--- src/rtl/chk_event_fifo.sv ---
// Synchronous push/pop event FIFO; a simultaneous push and pop are both honoured when full.
module chk_event_fifo #(
    parameter int DEPTH = 8,
    parameter int EV_W  = 11
) (
    input  logic            clk,
    input  logic            reset,
    input  logic            clear_i,
    input  logic            push_i,
    input  logic            pop_i,
    input  logic [EV_W-1:0] wdata_i,
    output logic [EV_W-1:0] rdata_o,
    output logic            full_o,
    output logic            empty_o
);

    localparam int AW = $clog2(DEPTH);

    logic [EV_W-1:0] mem_q [DEPTH];
    logic [AW:0]     wr_ptr_q, wr_ptr_d;
    logic [AW:0]     rd_ptr_q, rd_ptr_d;
    logic            do_push, do_pop;

    // Pointers carry one extra wrap bit so full and empty are distinguishable.
    assign empty_o = (wr_ptr_q == rd_ptr_q);
    assign full_o  = (wr_ptr_q[AW] != rd_ptr_q[AW]) &&
                     (wr_ptr_q[AW-1:0] == rd_ptr_q[AW-1:0]);
    assign do_pop  = pop_i && !empty_o;
    assign do_push = push_i && (!full_o || do_pop);

    always_comb begin
        wr_ptr_d = wr_ptr_q;
        rd_ptr_d = rd_ptr_q;
        if (clear_i) begin
            wr_ptr_d = '0;
            rd_ptr_d = '0;
        end else begin
            if (do_push) wr_ptr_d = wr_ptr_q + 1'b1;
            if (do_pop)  rd_ptr_d = rd_ptr_q + 1'b1;
        end
    end

    always_ff @(posedge clk) begin
        if (reset) begin
            wr_ptr_q <= '0;
            rd_ptr_q <= '0;
        end else begin
            wr_ptr_q <= wr_ptr_d;
            rd_ptr_q <= rd_ptr_d;
        end
    end

    always_ff @(posedge clk) begin
        if (do_push && !clear_i) begin
            mem_q[wr_ptr_q[AW-1:0]] <= wdata_i;
        end
    end

    // An empty FIFO presents zero rather than stale storage.
    assign rdata_o = empty_o ? '0 : mem_q[rd_ptr_q[AW-1:0]];

endmodule

--- config.mk ---
export PLATFORM = sky130hd
export DESIGN_NAME = chk_event_fifo
export DESIGN_NICKNAME = d
export VERILOG_FILES = /design/src/rtl/chk_event_fifo.sv
export SDC_FILE = /design/constraint.sdc
export NUM_CORES = 1
export LEC_CHECK = 0
export CORE_ASPECT_RATIO = 1.2
export CORE_UTILIZATION = 52
export DETAILED_ROUTE_END_ITERATION = 8
export GPL_ROUTABILITY_DRIVEN = 0
export PLACE_DENSITY = 0.76
export SETUP_SLACK_MARGIN = 0.4
export SLEW_MARGIN = 20
export SYNTH_ARGS = -nofsm -noshare
export SYNTH_HDL_FRONTEND = slang
export SYNTH_SLANG_ARGS = --single-unit
export TNS_END_PERCENT = 30
--- constraint.sdc ---
create_clock -name clk -period 2.9 [get_ports clk]
set_input_delay 0.29 -clock clk [delete_from_list [all_inputs] [get_ports clk]]
set_output_delay 0.29 -clock clk [all_outputs]
set_load 0.01 [all_outputs]
# Yosys cells after proc, flatten, opt, wreduce, memory -nomap -nowiden
# Memories as Yosys holds them, arrays and structs flattened. A register that Yosys moved wholly into a read port is not among the register bits.
# Cells that the tools add are included.
[classes]
add_sub_neg = 2
eq_ne = 3
muxes = 5
reduce_logical = 9
[op_table]
columns = ["operator", "n"]
rows = [
  ["11-bit two-way mux", 1],
  ["4-bit by 1-bit adder with 4-bit output, second input constant", 2],
  ["3-bit two-way mux", 2],
  ["4-bit == test", 1],
  ["1-bit logical AND", 4],
  ["3-bit == test", 1],
  ["1-bit zero test", 3],
  ["1-bit two-way mux", 2],
  ["2-bit OR reduction", 1],
  ["1-bit logical OR", 1],
  ["1-bit inequality test", 1],
]
[word_totals]
reg_bits = 8
ramBits = 88
in_bits = 16
output_inout_bits = 13
elab_cells = 22
mem_count = 1
[memory_table]
columns = ["memory", "words", "word_bits", "rd", "rd_ports_with_merged_regs", "wr", "line", "text"]
rows = [
  ["mem_q", 8, 11, 1, 1, 1, "19", "logic [EV_W-1:0] mem_q [DEPTH];"],
]

# Logic depth before layout (Yosys ltp)
[logic_depth]
ltp_word = 8
ltp_mapped = 6
mapped_depth_nobuf = 5

# Worst setup path before layout
# OpenSTA, ideal clock, no wires.
[synth_timing]
kind = "flip-flop to flip-flop"
startpoint = "register wr_ptr_q[0]"
endpoint = "memory mem_q[4][0], enable pin"
setup_time_ns = 0.408
t_arrival_ns = 2.377
t_required_ns = 2.492
slack_ns = 0.115
path_stages_with_launch = 6
path_buffers = 1
synth_period_minus_slack_ns = 2.785
path_cell_list = "dfxtp_1 xor2_1 nor4_4 and2_1 buf_2 nor4_1"
[synth_via]
elab_chain_len = 8
elab_cells_between_ends = 11
classes_between = "2 x eq/ne; 2 x mux; 7 x reduce/logical"
[synth_lines]
columns = ["item", "line", "text"]
rows = [
  ["start: declaration", "20", "logic [AW:0] wr_ptr_q, wr_ptr_d;"],
  ["start signal: assignment", "48", "wr_ptr_q <= wr_ptr_d;"],
  ["3-bit == test", "27", "(wr_ptr_q[AW-1:0] == rd_ptr_q[AW-1:0]);"],
  ["1-bit logical AND", "26", "assign full_o = (wr_ptr_q[AW] != rd_ptr_q[AW]) &&"],
  ["named net full_o", "13", "output logic full_o,"],
  ["1-bit zero test", "29", "assign do_push = push_i && (!full_o || do_pop);"],
  ["1-bit logical OR", "29", ""],
  ["1-bit logical AND", "29", ""],
  ["1-bit logical AND", "54", "if (do_push && !clear_i) begin"],
  ["1-bit two-way mux", "54", ""],
  ["1-bit two-way mux (implied by the code)", "55", "mem_q[wr_ptr_q[AW-1:0]] <= wdata_i;"],
  ["end: declaration", "19", ""],
]
# The timed path passes the listed nets, and every way through them passes these cells.

==> summary.txt <==
Slew Viols, Final -> 0
Startpoint Class -> flip-flop
syn_area_per_cell -> 18.1 um^2
vias in the first global route -> 2212
mux cell area share after synthesis -> 15.5%
drt wl/cell -> 20.9 um
Syn. warnings -> 0
Synth Area in Compound Gates -> 2.54%
worst slew pin tran -> 0.722 ns
Synth async-reset ratio -> 0%
peak supply drop -> 0.318 mV
vias -> 2185
vias per cell -> 5.99
Num CTS Buffers -> 9
share of power burned in registers -> 57.4%
Tmin final -> 2.41 ns
Die H -> 98.6 um
# IOs -> 29
post-synthesis adder-cell area fraction -> 0.618%
n_diodes -> 0
Post-CTS Hold Fix Bufs -> 0
worst hold path class -> reg2reg
first-pass GRT wire length -> 11.9 mm
Starting Density -> 54.7%
CP arrival -> 2.12 ns
Syn Inst Count -> 223
RSZ-0062 raised after global routing -> true
Pint -> 2.19 mW
Crit. End Element -> output pin
depth of the CTS H-tree -> 3
worst path cell trace -> buf_12 -> mux4_2 -> mux2i_1 -> nor2_1 -> clkdlybuf4s50_1
Antenna Violating Nets Remaining -> 0
Die Area -> 8140 um^2
NetSw -> 0.550 mW
number of max-cap violations -> 0
drt first-iter violations -> 214
slew margin rel. -> 51.5%
PnR worst setup slack -> 0.491 ns
post-synthesis simple-gate area fraction -> 6.71%
CTS tree -> yes
switch share -> 20.0%
CP max stage cell -> mux4_2
initial antenna violation count -> 0
combinational share of power -> 7.3%
# fillers -> 509
status -> finished, final reports clean
DIE WIDTH -> 82.5 um
Fin Setup TNS -> 0 ns
Max Clock Skew -> 0.00880 ns
Post-synth EDFFs -> 88
fmax -> 415 MHz
power per cell area -> 560 nW/um^2
clk_lat worst skew -> 0.35 ns
sequential share of the synthesized area -> 70.7%
worst slack, placed -> 0.471 ns
placed inst area -> 4580 um^2
period utilisation layout -> 83.1%
syn nets -> 241
CP required -> 2.61 ns
register bit total from synthesis -> 99
Post-Route WL -> 7.64 mm
clock-pin slew on the worst setup and hold paths -> 0.09 ns
Final Hold Viols -> 0
Crit Path Class -> reg2out
Final Net Count -> 288
CTS sink cnt -> 99
cell at the root of the clock tree -> clkbuf_8
DP HPWL -> 4.72 mm
share of cells above drive strength 1 -> 29.1%
synthesized cell area -> 4050 um^2
total gr overflow -> 0
DRT Pass-1 Iters -> 4
Final Setup Violations -> 0
drt drc -> 0
row count -> 34
fin util -> 66.2%
power share of the clock group -> 35.2%
area grow syn2layout -> 21.1%
Finished Cell Area -> 4900 um^2
maximum clock path buffer count -> 2
Power Total -> 2.74 mW
maximum fanout along the worst path -> 11
Post-synth top flop -> edfxtp_1
Core ar. -> 7400 um^2
# port buffers -> 28
largest family of logic cells by synthesized area -> multiplexers
Distinct cells, synth -> 35
total track usage -> 20.8%
largest net degree at the start of global routing -> 23
CP max stage delay -> 0.52 ns
Leak -> 1.53 nW
Synth Area in XOR/XNOR -> 1.95%
critical path, delay by kind of cell, from the launching register on:
kind | cells | cell delay [ns]
mux | 2 | 0.66
simple gates | 1 | 0.08
buf+inv | 2 | 0.64
flops | 1 | 0.39
layout make-up:
class	instances	area, um^2	share of cell area (%)
sequential	99	2870	58.6
tap	90	113	2.30
timing repair buffer	48	458	9.34
clock inverter	2	38.8	0.791
clock buffer	14	194	3.96
multi-input combinational	107	1210	24.6
inverter	5	18.8	0.383
per-layer routing:
metal / share of wire [%] / GRT usage [%] / up-vias / wire, um
met5: 0 / 0 / - / 0
met4: 1.8 / 8.89 / 0 / 140
met3: 3.7 / 4.26 / 13 / 286
met2: 52 / 32.9 / 54 / 3940
met1: 43 / 28.0 / 1124 / 3270
li1: - / - / 994 / -
stage by stage:
| step | std cells | hold WS, ns |
|---|---|---|
| after floorplan | 223 | 0.389 |
| after global placement | 347 | 0.513 |
| after detailed placement | 347 | 0.536 |
| after CTS | 363 | 0.558 |
| after global routing | 365 | 0.621 |
| final | 365 | 0.594 |
cell usage in the layout (no fill, tap or decap), types with 2 or more instances in the layout:
| cell type | netlist | layout |
|---|---|---|
| or3_1 | 2 | 2 |
| mux4_2 | 22 | 22 |
| nor3_1 | 3 | 3 |
| xor2_4 | 1 | 3 |
| clkbuf_16 | 0 | 2 |
| dfxtp_2 | 0 | 5 |
| nand2b_1 | 2 | 2 |
| dfxtp_1 | 11 | 5 |
| clkdlybuf4s50_1 | 0 | 28 |
| nand3_1 | 2 | 2 |
| nor2_1 | 15 | 15 |
| buf_4 | 1 | 17 |
| a21oi_1 | 3 | 3 |
| clkbuf_8 | 0 | 12 |
| a31oi_1 | 2 | 2 |
| nor4_2 | 0 | 8 |
| nand4_1 | 6 | 6 |
| edfxtp_1 | 88 | 88 |
| nand2_1 | 5 | 5 |
| mux2i_1 | 13 | 13 |
| a211oi_1 | 2 | 2 |
| ha_1 | 2 | 2 |
| or2_2 | 2 | 2 |
| nor4_4 | 1 | 2 |
| o21ai_0 | 2 | 2 |
| o211ai_1 | 2 | 2 |
| inv_1 | 5 | 5 |
power by group through the flow:
stage	sequential [mW]	clock (mW)	combinational, mW
final	1.58	0.966	0.202
after global routing	1.58	1.06	0.218
after CTS	1.57	0.987	0.192
after detailed placement	1.61	0	0.191
after global placement	1.60	0	0.188
after floorplan	1.60	0	0.0884
sequential cells by signal, summed over array words and instances, names as in the netlist, named ones only:
signal	count
rd_ptr_q	4
wr_ptr_q	4
mem_q	88
kinds of logic (layout without fill, tap and decap cells):
family / after synthesis / in the layout
flops: 99 / 99
simple gates: 50 / 50
mux: 35 / 35
buf+inv: 17 / 69
compound gates: 14 / 14
xor+xnor: 6 / 6
fa+ha+maj: 2 / 2
Yosys cell counts (2+ instances only):
| library cell | number | area share (%) |
|---|---|---|
| ha_1 | 2 | 0.62 |
| mux4_2 | 22 | 12 |
| o211ai_1 | 2 | 0.37 |
| or2_2 | 2 | 0.31 |
| nand4_1 | 6 | 0.93 |
| dfxtp_1 | 11 | 5.4 |
| nor3_1 | 3 | 0.37 |
| mux2i_1 | 13 | 3.2 |
| nor2_1 | 15 | 1.4 |
| o21ai_0 | 2 | 0.25 |
| a31oi_1 | 2 | 0.31 |
| nand2_1 | 5 | 0.46 |
| a211oi_1 | 2 | 0.37 |
| buf_2 | 4 | 0.49 |
| or3_1 | 2 | 0.31 |
| nand2b_1 | 2 | 0.31 |
| a21oi_1 | 3 | 0.37 |
| xor2_1 | 3 | 0.65 |
| nand3_1 | 2 | 0.25 |
| inv_1 | 5 | 0.46 |
| clkbuf_1 | 5 | 0.46 |
| nor4_1 | 10 | 1.5 |
| edfxtp_1 | 88 | 65 |
path summary, 6_finish.rpt:
| check | start | end | slack [ns] | cells past startpoint |
|---|---|---|---|---|
| setup / recovery | flip-flop | rdata_o[2] | 0.49 | 5 |
| hold / removal | rd_ptr_q[2]$_SDFFE_PP0P_ | rd_ptr_q[2]$_SDFFE_PP0P_ | 0.59 | 2 |
| setup reg to reg | wr_ptr_q[2]$_SDFFE_PP0P_ | mem_q[2][5]$_DFFE_PP_ | 0.70 | 5 |
| hold reg to reg | rd_ptr_q[2]$_SDFFE_PP0P_ | rd_ptr_q[2]$_SDFFE_PP0P_ | 0.59 | 2 |
repair_timing:
action / 4_1_cts / 5_1_grt
gates resized for setup: 2 / 11
setup endpoints to repair: 9 / 11
pin swaps: 0 / 2
endpoints found under the hold margin: 0 / 0
buffers inserted: 0 / 0
gates cloned: 0 / 2
Power figures use the tool's default switching activity.
==> edit 1 (same flow settings) <==
Change the parameter `DEPTH` from 8 to 16.
--- a/src/rtl/chk_event_fifo.sv
+++ b/src/rtl/chk_event_fifo.sv
@@ -2,3 +2,3 @@
 module chk_event_fifo #(
-    parameter int DEPTH = 8,
+    parameter int DEPTH = 16,
     parameter int EV_W  = 11
Behaviour: not the same (Yosys sat finds a counterexample within 10 cycles, from zero or initial values).
==> edit 1 against the unedited design <==
The flow now finishes with violations (design-rule violations); total power grew 100%; setup slack lost 260 ps; routed wire length grew 100%; area after synthesis grew 83%; sequential cell count grew 91; non-clock buffer count grew 1; cell area grew 82%; core utilization shrank 2.1 points; critical path type unchanged.
==> edit 1: results (changes against the unedited design) <==
The flow ran to the end, but the final reports show violations. The checks that failed: design-rule violations. The synthesized netlist net count is 384 (+59%). The global router's overall resource usage was 0.220 (+0.0115). The flip-flop count of the largest register, all copies and words added came out at 176 (+100%). The ratio of cells with drive above 1 in the final layout is 0.320 (+0.0291).

The longest individual stage delay on the worst path came to 500 ps (-20 ps). The count of cells along the worst register-to-register path was 6 (+1). The post-synthesis sequential area ratio is 0.750 (+0.0426). The number of global-route vias before repair came out at 3,791 (+71%). The maximum clock skew at final layout was 11.9 ps (+3.15 ps). The sum of routed wire length over all layers is 15,300 um (+100%).

The number of detailed-routing iterations run before antenna repair came out at 6 (+2). In this run the critical register-to-register path is captured at mem_q[1][9]. The number of cells after detailed placement came out at 549 (+58%). The total number of H-tree levels came out at 4 (+1). Yosys attributes the largest share of cell area to edfxtp_1 (71%), mux4_2 (13%), dfxtp_1 (3.8%). The later-pin clock latency in the skew report came out at 440 ps (+90 ps).

The worst hold slack came out at 564 ps (-29.3 ps). The area of placed instances came to 7900 um2 (+72%). By count the netlist is led by edfxtp_1 (176), mux4_2 (44), o22ai_1 (22), dfxtp_1 (14).

The endpoint arrival time on the critical path is 2380 ps (+260 ps). The first-pass GRT wire length is 23,000 um (+94%). The count of unresolved DRC violations after routing is 6 (+6).

The post-DP HPWL was 9210 um (+95%). The startpoint identified for the worst hold timing path is wr_ptr_q[3]. The leakage power total is 2.84 nW (+85%).

The initial DRC count came out at 401 (+87%). The peak fanout along the critical path is 12 (+1). The post-layout net count is 433 (+50%). The endpoint with the worst hold slack is wr_ptr_q[3].

The worst register-to-register path begins at rd_ptr_q[4].
==> edit 1: changes by cell type after synthesis, moves of 4 or more <==
cell and change:
edfxtp_1 +88, mux4_2 +22, buf_4 +5, nor2_1 -5, buf_2 +4, nor3_1 +10, nand4_1 -6, o22ai_1 +22
xnor2_1 +4, nor4_1 -10, mux2i_1 -11, and2_1 +12
==> edit 1: report_power, final <==
part | internal, mW | switching (mW) | leakage (nW)
registers | 3.00 | 0.00569 | 1.70
clock network | 1.18 | 1.15 | 0.298
logic | 0.0878 | 0.114 | 0.837
==> edit 1: logic make-up after synthesis <==
group / Yosys count / share of synthesized area
muxes: 46 / 0.136
and+or+nand+nor: 56 / 0.0438
buffers and inverters: 21 / 0.0150
adders and majority gates: 5 / 0.00843
DFF: 190 / 0.750
AOI/OAI and AO/OA: 34 / 0.0324
xor gates and xnor gates: 11 / 0.0140
==> edit 1: final cells by class <==
cell class              count  area, um2
clock buffers              17        425
clock inverters            15        189
fillers                   896       4980
inverters                   2       7.51
multi-input cells         152       1920
flip-flops and latches    190       5570
well taps                 171        214
repair buffers             49        573
==> edit 1: timing repair <==
item / 4_1_cts / 5_1_grt
gates resized for setup: 25 / 19
endpoints found under the setup margin: 12 / 67
pin swaps: 3 / 1
setup buffers: 1 / 10
cloned: 4 / 0
==> edit 1: worst max-delay path, delay by kind of cell, from the launching register on <==
family                 cells  cell delay [ps]
AO/OA/AOI/OAI              1              330
multiplexers               1              500
buffers and inverters      2              650
flip-flops                 1              380
AND/OR/NAND/NOR            1               80
==> edit 1: how the worst max path moves through the flow <==
stage	to	cells after the start	from	slack, ps
floorplan	mem_q[15][0]	5	wr_ptr_q[2]	780
global placement	mem_q[6][7]	5	push_i	370
detailed placement	mem_q[9][6]	5	push_i	310
CTS	rdata_o[6]	5	flop	200
global route	rdata_o[3]	5	flop	170
finish	rdata_o[9]	5	flop	230
==> edit 1: stage by stage <==
step / utilization / setup slack, ps
after floorplan: - / 785
after global placement: 0.569 / 371
after detailed placement: 0.569 / 305
after CTS: 0.630 / 202
after global routing: 0.641 / 172
final: 0.641 / 234
==> edit 1: layer usage <==
| metal | up-vias | GRT usage | share of wire |
|---|---|---|---|
| met2 | 188 | 0.361 | 0.51 |
| met1 | 1966 | 0.290 | 0.39 |
| li1 | 1590 | - | - |
| met3 | 25 | 0.0531 | 0.076 |
| met4 | 0 | 0.0788 | 0.016 |
| met5 | - | 0 | 0 |
==> edit 2 (config.mk and constraints unchanged) <==
Without the edit above. Make the reset (`reset`) asynchronous in one clocked block.
--- a/src/rtl/chk_event_fifo.sv
+++ b/src/rtl/chk_event_fifo.sv
@@ -42,3 +42,3 @@
 
-    always_ff @(posedge clk) begin
+    always_ff @(posedge clk or posedge reset) begin
         if (reset) begin
Behaviour: differs if reset is asserted again (counterexample within 4 cycles, from zero or initial values and one cycle with reset high); with reset held inactive, the same outputs for 10 cycles.
==> edit 2 against the unedited design <==
Area after synthesis about the same; non-clock buffer count down 5; register-to-register slack improved by 130 ps; routed wire length grew 1.8%; core utilization fell by 2.7 points; sequential cell count down 3; maximum frequency shrank 4.1%; highest routed layer unchanged; setup slack got worse by 100 ps; global-route usage is 0.57 points lower; critical path depth stayed put; cell area decreased by 4.0%.
Power is not compared: it rests on default switching activity, and its combinational part moved more than twofold at a synthesized area within 25%.
==> edit 2: results (changes against the unedited design) <==
The peak fanout along the critical path came out at 7 (-4). The buffer share of cell area is 0.0965 (+0.00310). The count of fill cells added during filler insertion is 543 (+6.7%). The initial DRC count came out at 116 (-46%). The synthesized-area fraction occupied by ao, oa, aoi and oai cells is 0.0288 (+0.00343). The post-synthesis mux area share came to 0.152 (-0.00233). By area the synthesized netlist is led by edfxtp_1 (65%), mux4_2 (12%), dfrtp_1 (5.0%). The worst register-to-register path begins at rd_ptr_q[0]. The global router's overall resource usage came to 0.203 (-0.00572).

The count of cells along the worst register-to-register path came to 6 (+1). The endpoint arrival time on the critical path is 2220 ps (+100 ps). The post-DP HPWL is 4420 um (-6.5%). The initial antenna violation count was 0 (unchanged). The layout buffer count excluding clock buffers came out at 43 (-10%). The area of placed instances is 4470 um2 (-2.4%).

The worst relative slew slack is 0.692 (+0.178). The class of the worst hold path is in -> async. The distinct cell type count of the synthesized netlist is 37 (+5.7%). The post-layout net count is 281 (-2.4%).

The arithmetic-cell share of the synthesized area counting full adders, half adders and majority gates was 0.00619 (about the same). The first-pass GRT wire length is 11,400 um (-3.8%). The run finished with clean final reports.

The fraction of standard cell area in multi-input logic is 0.234 (-0.0118). The share of final layout cell area taken by clock buffers and inverters came to 0.0354 (-0.0121). The worst hold slack came to 208 ps (-386 ps). The ratio of cells with drive above 1 in the final layout is 0.236 (-0.0550). The end of the worst register-to-register path is mem_q[5][2]. The number of ordinary inverters in the final layout is 6 (+1). The pin count of the biggest net entering global routing is 25 (+8.7%). The post-synthesis sequential area ratio came out at 0.703 (-0.00430). The reg-to-reg setup timing slack was 830 ps (+130 ps). The quantity of gates resized following cts is 4 (+2).

The sum of routed wire length over all layers is 7780 um (+1.8%). The synthesized-area fraction occupied by xor and xnor cells came out at 0.0210 (+0.00157). The final non-filler cell area came out at 4700 um2 (-4.0%). The maximum clock skew at final layout is 11.7 ps (+2.90 ps). The synthesized netlist net count is 242 (+0.41%).

The detailed-route via count came out at 2,093 (-4.2%). The number of buffers created by CTS is 9 (unchanged). The proportion of cell area occupied by registers is 0.605 (+0.0189). The fraction of registers with async set or reset after synthesis came out at 0.0833 (+0.0833). The number of storage elements in the synthesis netlist is 96 (-3.0%). In the synthesized netlist, the cells that appear most often are edfxtp_1 (88), nor2_1 (23), mux4_2 (22), mux2i_1 (12), dfrtp_1 (8).
## edit 2: metrics by stage
| stage | worst slack (ps) | utilization | cells |
|---|---|---|---|
| final | 388 | 0.636 | 357 |
| after global routing | 290 | 0.636 | 357 |
| after CTS | 354 | 0.631 | 356 |
| after detailed placement | 732 | 0.604 | 340 |
| after global placement | 742 | 0.604 | 340 |
| after floorplan | 713 | - | 224 |
## edit 2: power breakdown
| part | total, mW | switching, mW | internal (mW) |
|---|---|---|---|
| Clock | 0.767 | 0.456 | 0.310 |
| Combinational | 0.920 | 0.414 | 0.506 |
| Sequential | 1.60 | 0.0458 | 1.55 |
## edit 2: worst max-delay path by stage
stage | startpoint | end | slack (ps) | cells after the start
floorplan | rd_ptr_q[0] | mem_q[1][0] | 710 | 5
global placement | rd_ptr_q[0] | rdata_o[8] | 740 | 5
detailed placement | rd_ptr_q[0] | rdata_o[3] | 730 | 5
CTS | rd_ptr_q[0] | rdata_o[7] | 350 | 5
global route | rd_ptr_q[0] | rdata_o[4] | 290 | 5
finish | rd_ptr_q[0] | rdata_o[4] | 390 | 5
## edit 2: critical path: stages (launching register included)
cell and delay [ps]:
dfrtp_2 480, clkbuf_16 210, mux4_2 490, mux2i_1 170, nor2_1 50, clkdlybuf4s50_1 480
## edit 2: kinds of logic after synthesis
kind of cell             after synthesis
AO/OA/AOI/OAI                         15
buffers and inverters                 21
multiplexers                          34
flip-flops                            96
adder cells (fa/ha/maj)                2
XOR/XNOR                               8
AND/OR/NAND/NOR                       48
## edit 2: per-layer routing
metal / up-vias / part of all wire / global-route usage
met2: 57 / 0.52 / 0.322
met5: - / 0 / 0
met3: 7 / 0.044 / 0.0472
li1: 958 / - / -
met1: 1071 / 0.42 / 0.289
met4: 0 / 0.013 / 0.0438
